## config.mk

```make
export PLATFORM = sky130hd
export DESIGN_NAME = lane_delay_fifo
export DESIGN_NICKNAME = d
export VERILOG_FILES = /design/src/rtl/lane_delay_fifo.sv
export SDC_FILE = /design/constraint.sdc
export NUM_CORES = 1
export LEC_CHECK = 0
export CORE_AREA = 10 10 234 347
export CTS_BUF_LIST = sky130_fd_sc_hd__clkbuf_16
export DETAILED_ROUTE_END_ITERATION = 10
export DIE_AREA = 0 0 244 357
export GPL_TIMING_DRIVEN = 0
export MAX_ROUTING_LAYER = met4
export PLACE_DENSITY_LB_ADDON = 0.12
export SLEW_MARGIN = 25
export SYNTH_ARGS = -nofsm -noshare
export SYNTH_HDL_FRONTEND = slang
export SYNTH_SLANG_ARGS = --single-unit
```

## constraint.sdc

```tcl
create_clock -name i_clock -period 12.2 [get_ports i_clock]
set_input_delay 1.83 -clock i_clock [delete_from_list [all_inputs] [get_ports i_clock]]
set_output_delay 1.83 -clock i_clock [all_outputs]
set_load 0.03 [all_outputs]
```

## src/rtl/lane_delay_fifo.sv

```systemverilog
// Per-lane programmable delay buffer: aligns a PCS lane to its peers by a
// counter-derived delay. Optional idle fill when not reading: LANE_FIFO_IDLE_FILL_EN.
module lane_delay_fifo #(
    parameter int NB_DATA        = 66,
    parameter int MAX_SKEW       = 16,
    parameter int NB_DELAY_COUNT = $clog2(MAX_SKEW) + 1
`ifdef LANE_FIFO_IDLE_FILL_EN
    ,
    parameter logic [NB_DATA-1:0] IDLE_BLOCK = 66'h1_E000_0000_0000_0000
`endif
) (
    input  logic                      i_clock,
    input  logic                      i_reset,
    input  logic                      i_valid,
    input  logic                      i_resync,
    input  logic                      i_enable_counter,
    input  logic                      i_stop_counter,
    input  logic                      i_set_delay,
    input  logic                      i_write_enb,
    input  logic                      i_read_enb,
    input  logic [NB_DELAY_COUNT-1:0] i_common_count,
    input  logic [NB_DATA-1:0]        i_data,
    output logic [NB_DATA-1:0]        o_data,
    output logic                      o_valid,
    output logic [NB_DELAY_COUNT-1:0] o_delay,
    output logic                      o_delay_err
);

    localparam int NB_ADDR = $clog2(MAX_SKEW);
    localparam logic [NB_DELAY_COUNT:0]   SKEW_LIMIT = (NB_DELAY_COUNT+1)'(MAX_SKEW);
    localparam logic [NB_DELAY_COUNT-1:0] MAX_DELAY  = NB_DELAY_COUNT'(MAX_SKEW - 1);
`ifdef LANE_FIFO_IDLE_FILL_EN
    localparam logic [NB_DATA-1:0] DATA_RESET = IDLE_BLOCK;
`else
    localparam logic [NB_DATA-1:0] DATA_RESET = '0;
`endif

    logic [NB_DATA-1:0]        r_mem [MAX_SKEW];
    logic [NB_DELAY_COUNT-1:0] r_lane_count;
    logic                      r_stopped;
    logic [NB_ADDR-1:0]        r_wr_ptr;
    logic [NB_DELAY_COUNT-1:0] r_delay;
    logic [NB_DATA-1:0]        r_data;
    logic                      r_valid;
    logic                      r_delay_err;

    logic [NB_DELAY_COUNT:0]   w_diff;
    logic                      w_range_err;
    logic [NB_ADDR-1:0]        w_rd_addr;
    logic                      w_count;

    // One extra bit of width exposes a negative difference as its MSB.
    assign w_diff      = {1'b0, i_common_count} - {1'b0, r_lane_count};
    assign w_range_err = w_diff[NB_DELAY_COUNT] || (w_diff >= SKEW_LIMIT);
    assign w_rd_addr   = r_wr_ptr - r_delay[NB_ADDR-1:0];
    assign w_count     = i_enable_counter && !i_stop_counter && !r_stopped
                         && (r_lane_count != '1);

    always_ff @(posedge i_clock) begin
        if (i_reset || i_resync) begin
            r_lane_count <= '0;
            r_stopped    <= 1'b0;
            r_wr_ptr     <= '0;
            r_delay      <= '0;
            r_data       <= DATA_RESET;
            r_valid      <= 1'b0;
            r_delay_err  <= 1'b0;
        end else if (i_valid) begin
            if (w_count)
                r_lane_count <= r_lane_count + 1'b1;
            if (i_stop_counter)
                r_stopped <= 1'b1;

            if (i_set_delay) begin
                if (w_range_err) begin
                    r_delay     <= MAX_DELAY;
                    r_delay_err <= 1'b1;
                end else begin
                    r_delay <= w_diff[NB_DELAY_COUNT-1:0];
                end
            end

            if (i_write_enb)
                r_wr_ptr <= r_wr_ptr + 1'b1;

            if (i_read_enb) begin
                r_data  <= (r_delay == '0) ? i_data : r_mem[w_rd_addr];
                r_valid <= 1'b1;
            end else begin
`ifdef LANE_FIFO_IDLE_FILL_EN
                r_data  <= IDLE_BLOCK;
`endif
                r_valid <= 1'b0;
            end
        end
    end

    // NOTE: the storage array has no reset so it maps onto plain RAM/register
    // files; stale entries are never observed once the delay is primed.
    always_ff @(posedge i_clock) begin
        if (i_valid && i_write_enb && !(i_reset || i_resync))
            r_mem[r_wr_ptr] <= i_data;
    end

    assign o_data      = r_data;
    assign o_valid     = r_valid;
    assign o_delay     = r_delay;
    assign o_delay_err = r_delay_err;

endmodule

```

Word-level counts from Yosys, hierarchy flattened
Memory sizes are Yosys's and may differ from the RTL's. Cells that the tools add are included. W data, S select, Z words.

Bitwise logic cells: 0. Order comparisons: 1. Mux-type cells: 5. Shift operators: 0. Equal/unequal tests: 1. Reduce and logical (&&, ||, !) cells: 17. Add/subtract/negate cells: 4. Divide/modulo/power cells: 0. Multipliers: 0.

Operators with widths (count): $mux W66 (1); $reduce_and A2 Y1 (5); $ge A6 B5 Y1 const B (1); $sub A5 B5 Y6 (1); $add A5 B1 Y5 const B (1); $logic_and A1 B1 Y1 (5); $logic_not A5 Y1 (1); $mux W5 (1); $ne A5 B5 Y1 const B (1); $add A4 B1 Y4 const B (1); $sub A4 B4 Y4 (1); $logic_not A1 Y1 (3); $mux W1 (3); $reduce_and A3 Y1 (1); $logic_or A1 B1 Y1 (2).

Register bits after elaboration: 83. ROM bits: 0. Output and inout port bits: 73. Latch bits: 0. Memories kept: 1. RAM bits: 1056.

Memory list: r_mem (words 16, width 66, read ports 1, clocked after memory_dff 0, wr ports 1, RTL line 38) `logic [NB_DATA-1:0] r_mem [MAX_SKEW];`.

Longest topological paths before layout
Gate-level depths: netlist of the first run.

Depth after elaboration: 5. Mapped depth: 11. Gate-level depth less buffers: 9.

Least setup slack after synthesis of the first run
OpenSTA, ideal clock, no wires.

Path kind: in2reg. Start: in i_resync. End: mem r_mem[0][0], enable pin. Arrival: 5397 ps. Stages on the path: 4. Required time: 11710 ps. Setup slack: 6313 ps. Library setup time: 490 ps. Cells stage by stage: or2_2 -> clkbuf_1 -> or3_1 -> nor2_1.

Longest elaborated chain between the ends: 5.

Ends and longest elaborated chain: start, declared (RTL line 15) `input logic i_resync,`; $logic_or A1 B1 Y1 (RTL line 101) `if (i_valid && i_write_enb && !(i_reset || i_resync))`; $logic_not A1 Y1 (RTL line 101); $logic_and A1 B1 Y1 (RTL line 101); $mux W1 (RTL line 101); $mux W1 (not written as such) (RTL line 102) `r_mem[r_wr_ptr] <= i_data;`; end, declared (RTL line 38).

Every way passes these cells.

Worst setup path in the final report of the first run
Start: in i_resync. End: mem r_mem[13][24], enable pin.

The elaborated chain is that of the path after synthesis.

==> impl_results.md, run 1 <==
- Worst EP arrival: 5.08 ns
- Die X: 244 µm
- Power Density: 152 nW/µm²
- Grt total ovfl: 0
- Total iterations of the first detailed-routing run: 5
- Adder-Cell Fraction of Synth Area: 0.00485
- Per-cell routed wire length: 29.4 µm
- CP endpoint kind: register
- # rows: roughly 120
- Clock root buffer: clkbuf_16
- Utilization after layout: 0.695
- Sw Ratio: 0.223
- Dpl ws: 6.87 ns
- Slowest stage delay, CP: 0.65 ns
- Largest family of logic cells by synthesized area: multiplexers
- Compound-Gate Fraction of Synth Area: 0.0387
- Synth async-reset ratio: 0
- Fmax: around 210 MHz
- Antenna violations before repair: 7
- Number of remaining DRC errors: 0
- Syn_nets: 2,419
- Global-route wire length before repair: between 150 and 200 mm
- Vias per cell: 6.27
- Internal: ~0.0061 W
- Largest net degree at the start of global routing: 21
- Core outline area: 74,800 µm²
- Hold-fix buffer count after cts: 0
- Clk slew on worst S/H paths: 0.06 ns
- Clock skew: 0.0227 ns
- Max-Cap Viols: 0
- CTS tree: done
- Met2 track demand over resource: 0.448
- Synth Area in Simple Gates: 0.0469
- Final Hold Slack: ~0.48 ns
- IO Pins: around 150
- Synth Flop Type: edfxtp_1
- Final HPWL DP: slightly above 70 mm
- Overall via count from detail_route: 23,400
- CTS Buf Count: roughly 100
- Clock power frac: 0.382
- Worst slew pin tran: between 0.9 and 1 ns
- Aggregate global-route resource usage: 0.262
- Final setup vio count: 0
- Status: complete, no violations
- Seq pwr share: 0.542
- Tcrit/Tclk final: 0.387
- CP dominant cell by count: nor2_4
- Sw Pwr: 0.00176 W
- Synthesized cell area: 44,400 µm²
- Number of synthesized flops with an enable pin: roughly 1,100
- Critical path's slowest cell: nor2_4
- PostCTS Resize Cnt: 0
- Postcts setup bufs: 0
- Final wirelength: around 110 mm
- Ys Warns: 0
- Final min period: 4.72 ns
- Worst EP required: 12.56 ns
- Setup CP Type: primary input to register
- Gate power share: 0.076
- CTS sink count: 1,139
- RSZ-0062 raised after global routing: false
- Net count reported at finish: 2,739
- GRT met3 Usage: 0.0455
- Setup TNS: 0 ns
- CP Max Fanout: 16
- Max Root-Sink Buffers: 3
- Post-Synth XOR/XNOR Area: 0.00217
- Post-Syn Instances: 2,323
- Worst reg2reg setup slack: 8.51 ns
- VDD IR max: around 0.14 mV
- CTS HTree Levels: 3
- Slew Limit Fails: 0
- Post-synth cell types: 44
- Syn-to-layout area delta: 17.2%
- Post-route ant nets: 0
- Met1 usage: 0.310
- Most Crowded Layer GR: met2
- Crit start category: primary input
- Mean Syn Cell Area: between 15 and 20 µm²
- Initial drt markers: about 2,700
- Layout cells sized above 1: 0.234
- Final worst slack: between 7 and 8 ns
- Hold crit path type: register to register
- Worst skew pair latency: 0.67 ns
- DIE AREA: 87,100 µm²
- Die Ht: 357 µm
- Mux cell area share after synthesis: 0.135
- Slew Limit Headroom: 0.357
- Tot Pwr: slightly below 0.008 W
- Port-buffer cells: between 150 and 200
- GP Congestion: between 0.8 and 0.9
- Starting Density: 0.593
- Leakage: 16.9 nW
- Worst-path cell chain: clkdlybuf4s50_1 > nor2_4 > clkbuf_1 > nand3_1 > nor2_4 > buf_12 > buf_16
- Synth Register Bits: 1,139
- Final Hold Fails: 0
- Vias in the first global route: ~25,000
- Sequential element share of the synthesized area: 0.752
-- layout make-up --
cell class              instances  area, µm²
diodes                          9       22.5
plain buffers                 138        857
clock buffers                 103       2580
clock inverters                89        537
fillers                      4723      22800
inverters                      12       45.0
multi-input cells            1034      10200
flip-flops and latches       1139      33400
well taps                    1000       1250
repair buffers                217       3090
-- registers in the layout, indices dropped and copies added, names as in the netlist --
name / flops
o_data: 66
r_wr_ptr: 4
o_valid: 1
r_mem: 1056
r_stopped: 1
o_delay: 5
o_delay_err: 1
r_lane_count: 5
-- metrics by stage --
step / instances / area (µm²)
detailed placement: 3540 / 48800
global placement: 3475 / 47100
CTS: 3732 / 51900
finish: 3741 / 52000
floorplan: 2323 / 44400
global route: 3741 / 52000
-- final timing paths --
check	end	depth (start not counted)	startpoint
worst min-delay path	r_stopped$_SDFFE_PP0P_	2	r_stopped$_SDFFE_PP0P_
worst max register to register	o_data[35]$_SDFFE_PP0P_	11	r_wr_ptr[0]$_SDFFE_PP0P_
worst max-delay path	r_mem[13][24]$_DFFE_PP_	7	i_resync
worst min register to register	r_stopped$_SDFFE_PP0P_	2	r_stopped$_SDFFE_PP0P_
-- critical path, delay by kind of cell --
kind                   cells  cell delay, ns
buffers and inverters      4            1.49
AND/OR/NAND/NOR            3            1.73
-- synth_stat cells (2+ instances only) --
| master | instances | share of area |
|---|---|---|
| and3_1 | 21 | 0.0030 |
| mux4_2 | 264 | 0.13 |
| a22oi_1 | 7 | 0.0012 |
| nor2_1 | 50 | 0.0042 |
| ha_1 | 14 | 0.0039 |
| edfxtp_1 | 1056 | 0.71 |
| buf_4 | 7 | 0.0012 |
| nand4_1 | 40 | 0.0056 |
| nand2_1 | 370 | 0.031 |
| buf_1 | 18 | 0.0015 |
| xnor2_1 | 8 | 0.0016 |
| buf_2 | 23 | 0.0026 |
| buf_6 | 29 | 0.0074 |
| xor2_1 | 3 | 0.00059 |
| inv_1 | 12 | 0.0010 |
| dfxtp_1 | 83 | 0.037 |
| a31oi_1 | 3 | 0.00042 |
| o21ai_0 | 70 | 0.0079 |
| nand3_1 | 2 | 0.00023 |
| buf_12 | 4 | 0.0018 |
| a21oi_1 | 77 | 0.0087 |
| mux2i_1 | 3 | 0.00068 |
| a21oi_2 | 41 | 0.0081 |
| and2_0 | 2 | 0.00028 |
| fa_1 | 2 | 0.00090 |
| a22oi_2 | 40 | 0.011 |
| clkbuf_1 | 57 | 0.0048 |
-- logic make-up after synthesis --
| group | Yosys count |
|---|---|
| adders and majority gates | 16 |
| and+or+nand+nor | 496 |
| buffers and inverters | 150 |
| DFF | 1139 |
| xor gates and xnor gates | 11 |
| AOI/OAI and AO/OA | 244 |
| muxes | 267 |
-- per-layer routing --
metal	vias to the layer above	routed length (µm)
met3	232	8480
met4	0	3580
met1	12100	39700
met2	1129	58400
li1	9939	-
met5	-	0
-- placed cells by master, fill, tap and decap left out, drive strengths merged, types with 4 or more instances in the layout --
master | netlist | layout
a21oi | 118 | 118
a22oi | 47 | 47
and3 | 22 | 22
buf | 81 | 146
bufinv | 0 | 5
clkbuf | 57 | 160
clkdlybuf4s50 | 0 | 152
clkinv | 0 | 47
clkinvlp | 0 | 4
dfxtp | 83 | 83
diode | 0 | 9
edfxtp | 1056 | 1056
ha | 14 | 14
inv | 12 | 45
mux4 | 264 | 264
nand2 | 370 | 370
nand4 | 40 | 40
nor2 | 51 | 51
o21ai | 70 | 70
xnor2 | 8 | 8
-- power by group through the flow --
stage | combinational, W | sequential, W | clock [W]
2_1_floorplan | 0.000345 | 0.00438 | 0
3_3_place_gp | 0.000587 | 0.00437 | 0
3_5_place_dp | 0.000604 | 0.00437 | 0
4_1_cts | 0.000607 | 0.00428 | 0.00305
5_1_grt | 0.000645 | 0.00428 | 0.00320
6_report | 0.000605 | 0.00428 | 0.00302
No activity file was read; power rests on OpenSTA's default activity.
==> run 2: changes to the inputs <==
--- a/config.mk
+++ b/config.mk
@@ -5,10 +5,10 @@
 export SDC_FILE = /design/constraint.sdc
 export NUM_CORES = 1
 export LEC_CHECK = 0
-export CORE_AREA = 10 10 234 347
+export CORE_AREA = 10 10 243 361
 export CTS_BUF_LIST = sky130_fd_sc_hd__clkbuf_16
 export DETAILED_ROUTE_END_ITERATION = 10
-export DIE_AREA = 0 0 244 357
+export DIE_AREA = 0 0 253 371
 export GPL_TIMING_DRIVEN = 0
 export MAX_ROUTING_LAYER = met4
 export PLACE_DENSITY_LB_ADDON = 0.12
==> constraint.sdc (replaced) <==
create_clock -name i_clock -period 4.2 [get_ports i_clock]
set_input_delay 0.63 -clock i_clock [delete_from_list [all_inputs] [get_ports i_clock]]
set_output_delay 0.63 -clock i_clock [all_outputs]
set_load 0.03 [all_outputs]
==> run 2 against run 1 <==
  * Register-to-register slack lost 8.0 ns
  * Clock power rose to 3.0 times the previous value
  * Final cell count grew 1.0%
  * Critical endpoint is now o_data[35]$_SDFFE_PP0P_
  * First-iteration DRC count down 6.3%
  * Sequential share of layout area decreased by 0.16 points
  * Combinational power grew to 2.9 times the previous value
  * Non-clock buffer count shrank 1
  * Critical path depth is 4 higher
  * Setup slack got worse by 7.0 ns
==> impl_results.md, run 2 (same netlist as run 1, synthesis figures left out) <==
- Status: complete, no violations
- Cells on worst reg2reg path: 11
- Syn-to-layout area delta: 17.5%
- Number of remaining DRC errors: 0
- Final HPWL DP: roughly 76 mm
- Slew Limit Fails: 0
- Worst skew pair latency: 0.68 ns
- Final Hold Slack: 0.473 ns
- Filler Cells Inserted: between 5,000 and 6,000
- Clock skew: between 0.02 and 0.025 ns
- Vias in the first global route: roughly 25,000
- Leakage: 17.0 nW
- Core outline area: just over 80,000 µm²
- Aggregate global-route resource usage: 0.253
- CTS HTree Levels: 3
- Layout cells sized above 1: 0.232
- Initial drt markers: 2,483
- IO Pins: 153
- Largest register FFs: 1,056
- Final Hold Fails: 0
- Worst slew pin tran: 1.06 ns
- FF-to-FF Start: r_wr_ptr[0]$_SDFFE_PP0P_
- Global-route wire length before repair: 167 mm
- Net count reported at finish: ~2,700
- # rows: 128
- Fin area: ~52,000 µm²
- Clk slew on worst S/H paths: 0.07 ns
- Largest net degree at the start of global routing: 20
- Starting Density: 0.547
- Max Root-Sink Buffers: 3
- CP Max Fanout: 10
- Commonest non-fill, non-tap cell in the layout: edfxtp_1
- GP Congestion: 0.802
- Largest reg by FF count: r_mem
- R2R Path End: o_data[35]$_SDFFE_PP0P_
- Worst-path cell chain: inv_1 > ha_1 > inv_1 > fa_1 > buf_2 > buf_1 > mux4_2 > nand2_1 > nand2_1 > a22oi_2 > a21oi_2
- Critical path's slowest cell: buf_1
- Hold Path Sink: o_delay_err$_SDFFE_PP0P_
- CTS tree: done
- Most frequent cells in the layout: 1,056 x edfxtp_1, 370 x nand2_1, 264 x mux4_2
- Tot Pwr: approximately 0.023 W
- Die Ht: roughly 370 µm
- Worst reg2reg setup slack: roughly 0.47 ns
- Per-cell routed wire length: 29.9 µm
- Tcrit/Tclk final: 0.887
- Final worst slack: 0.474 ns
- Worst EP required: 4.76 ns
- Hold Path Stages: 2
- Final min period: 3.73 ns
- RSZ-0062 raised after global routing: false
- Crit start category: register
- CTS sink count: between 1,000 and 1,500
- Post-route ant nets: 0
- Fmax: between 200 and 300 MHz
- Die X: 253 µm
- Max-Cap Viols: 0
- DIE AREA: 93,900 µm²
- Final setup vio count: 0
- Worst EP arrival: 4.29 ns
- Power Density: around 450 nW/µm²
- Port-buffer cells: 152
- Dpl cell area: 48,800 µm²
- Antenna violations before repair: 5
- Post-Layout Cell Count: 3,780
- PostCTS Resize Cnt: 0
- Slowest stage delay, CP: 0.72 ns
- Vias per cell: around 6.2
- VDD IR max: 0.385 mV
- Dpl ws: -0.00472 ns
- Clock root buffer: clkbuf_16
- Final wirelength: 113 mm
- CP endpoint kind: register
- Slew Limit Headroom: 0.293
- Postcts setup bufs: 0
- CTS Buf Count: 102
- Total placed cells including tap cells: 3,579
- Hold crit path type: register to register
- Grt total ovfl: 0
- Hold Crit Start: o_delay_err$_SDFFE_PP0P_
- Hold-fix buffer count after cts: 0
- Setup CP Type: register to register
- Overall via count from detail_route: 23,600
- Total iterations of the first detailed-routing run: 5
-- run 2: per-layer routing --
| layer | track usage | vias to the layer above | wire length, µm |
|---|---|---|---|
| li1 | - | 9926 | - |
| met1 | 0.302 | 12400 | 41700 |
| met2 | 0.431 | 1094 | 59800 |
| met3 | 0.0412 | 229 | 7630 |
| met4 | 0.0887 | 0 | 3790 |
| met5 | - | - | 0 |
-- run 2: how the worst max path moves through the flow --
stage | endpoint | cells past startpoint | slack, ns | from
2_1_floorplan | r_mem[0][0]$_DFFE_PP_ | 4 | -0.49 | i_resync
5_1_grt | o_data[37]$_SDFFE_PP0P_ | 11 | 0.35 | r_wr_ptr[0]$_SDFFE_PP0P_
3_5_place_dp | r_mem[12][15]$_DFFE_PP_ | 7 | -0.005 | i_reset
3_3_place_gp | r_mem[3][13]$_DFFE_PP_ | 5 | -4.75 | i_valid
4_1_cts | o_data[37]$_SDFFE_PP0P_ | 11 | 0.46 | r_wr_ptr[0]$_SDFFE_PP0P_
6_report | o_data[35]$_SDFFE_PP0P_ | 11 | 0.47 | r_wr_ptr[0]$_SDFFE_PP0P_
-- run 2: where the power goes --
part	internal, W	switching (W)	leakage (nW)
Clock	0.00499	0.00405	1.73
Sequential	0.0124	0.0000252	10.2
Combinational	0.000674	0.00111	5.11
Total	0.0181	0.00519	17.0
-- run 2: final cells by class --
cell class	instances	area, µm²	share of cell area
Sequential cell	1139	33400	0.641
Multi-Input combinational cell	1034	10200	0.196
Tap cell	1040	1300	0.0250
Clock buffer	106	2650	0.0509
Clock inverter	88	579	0.0111
Timing Repair Buffer	216	3050	0.0585
Inverter	12	45.0	0.000865
Buffer	138	856	0.0164
Antenna cell	7	17.5	0.000336
-- run 2: through the flow --
stage          utilization  TNS (ns)
2_1_floorplan            -   -128.56
3_3_place_gp         0.583  -3172.65
3_5_place_dp         0.603   -0.0576
4_1_cts              0.643         0
5_1_grt              0.643         0
6_report             0.643         0
-- run 2: worst max-delay path: cells and delay by family (launching register included) --
family                     cells  cell delay [ns]
buffers and inverters          4             1.40
AOI/OAI and AO/OA              2             0.40
and+or+nand+nor                2             0.21
adders and majority gates      2             0.77
DFF                            1             0.37
muxes                          1             0.42
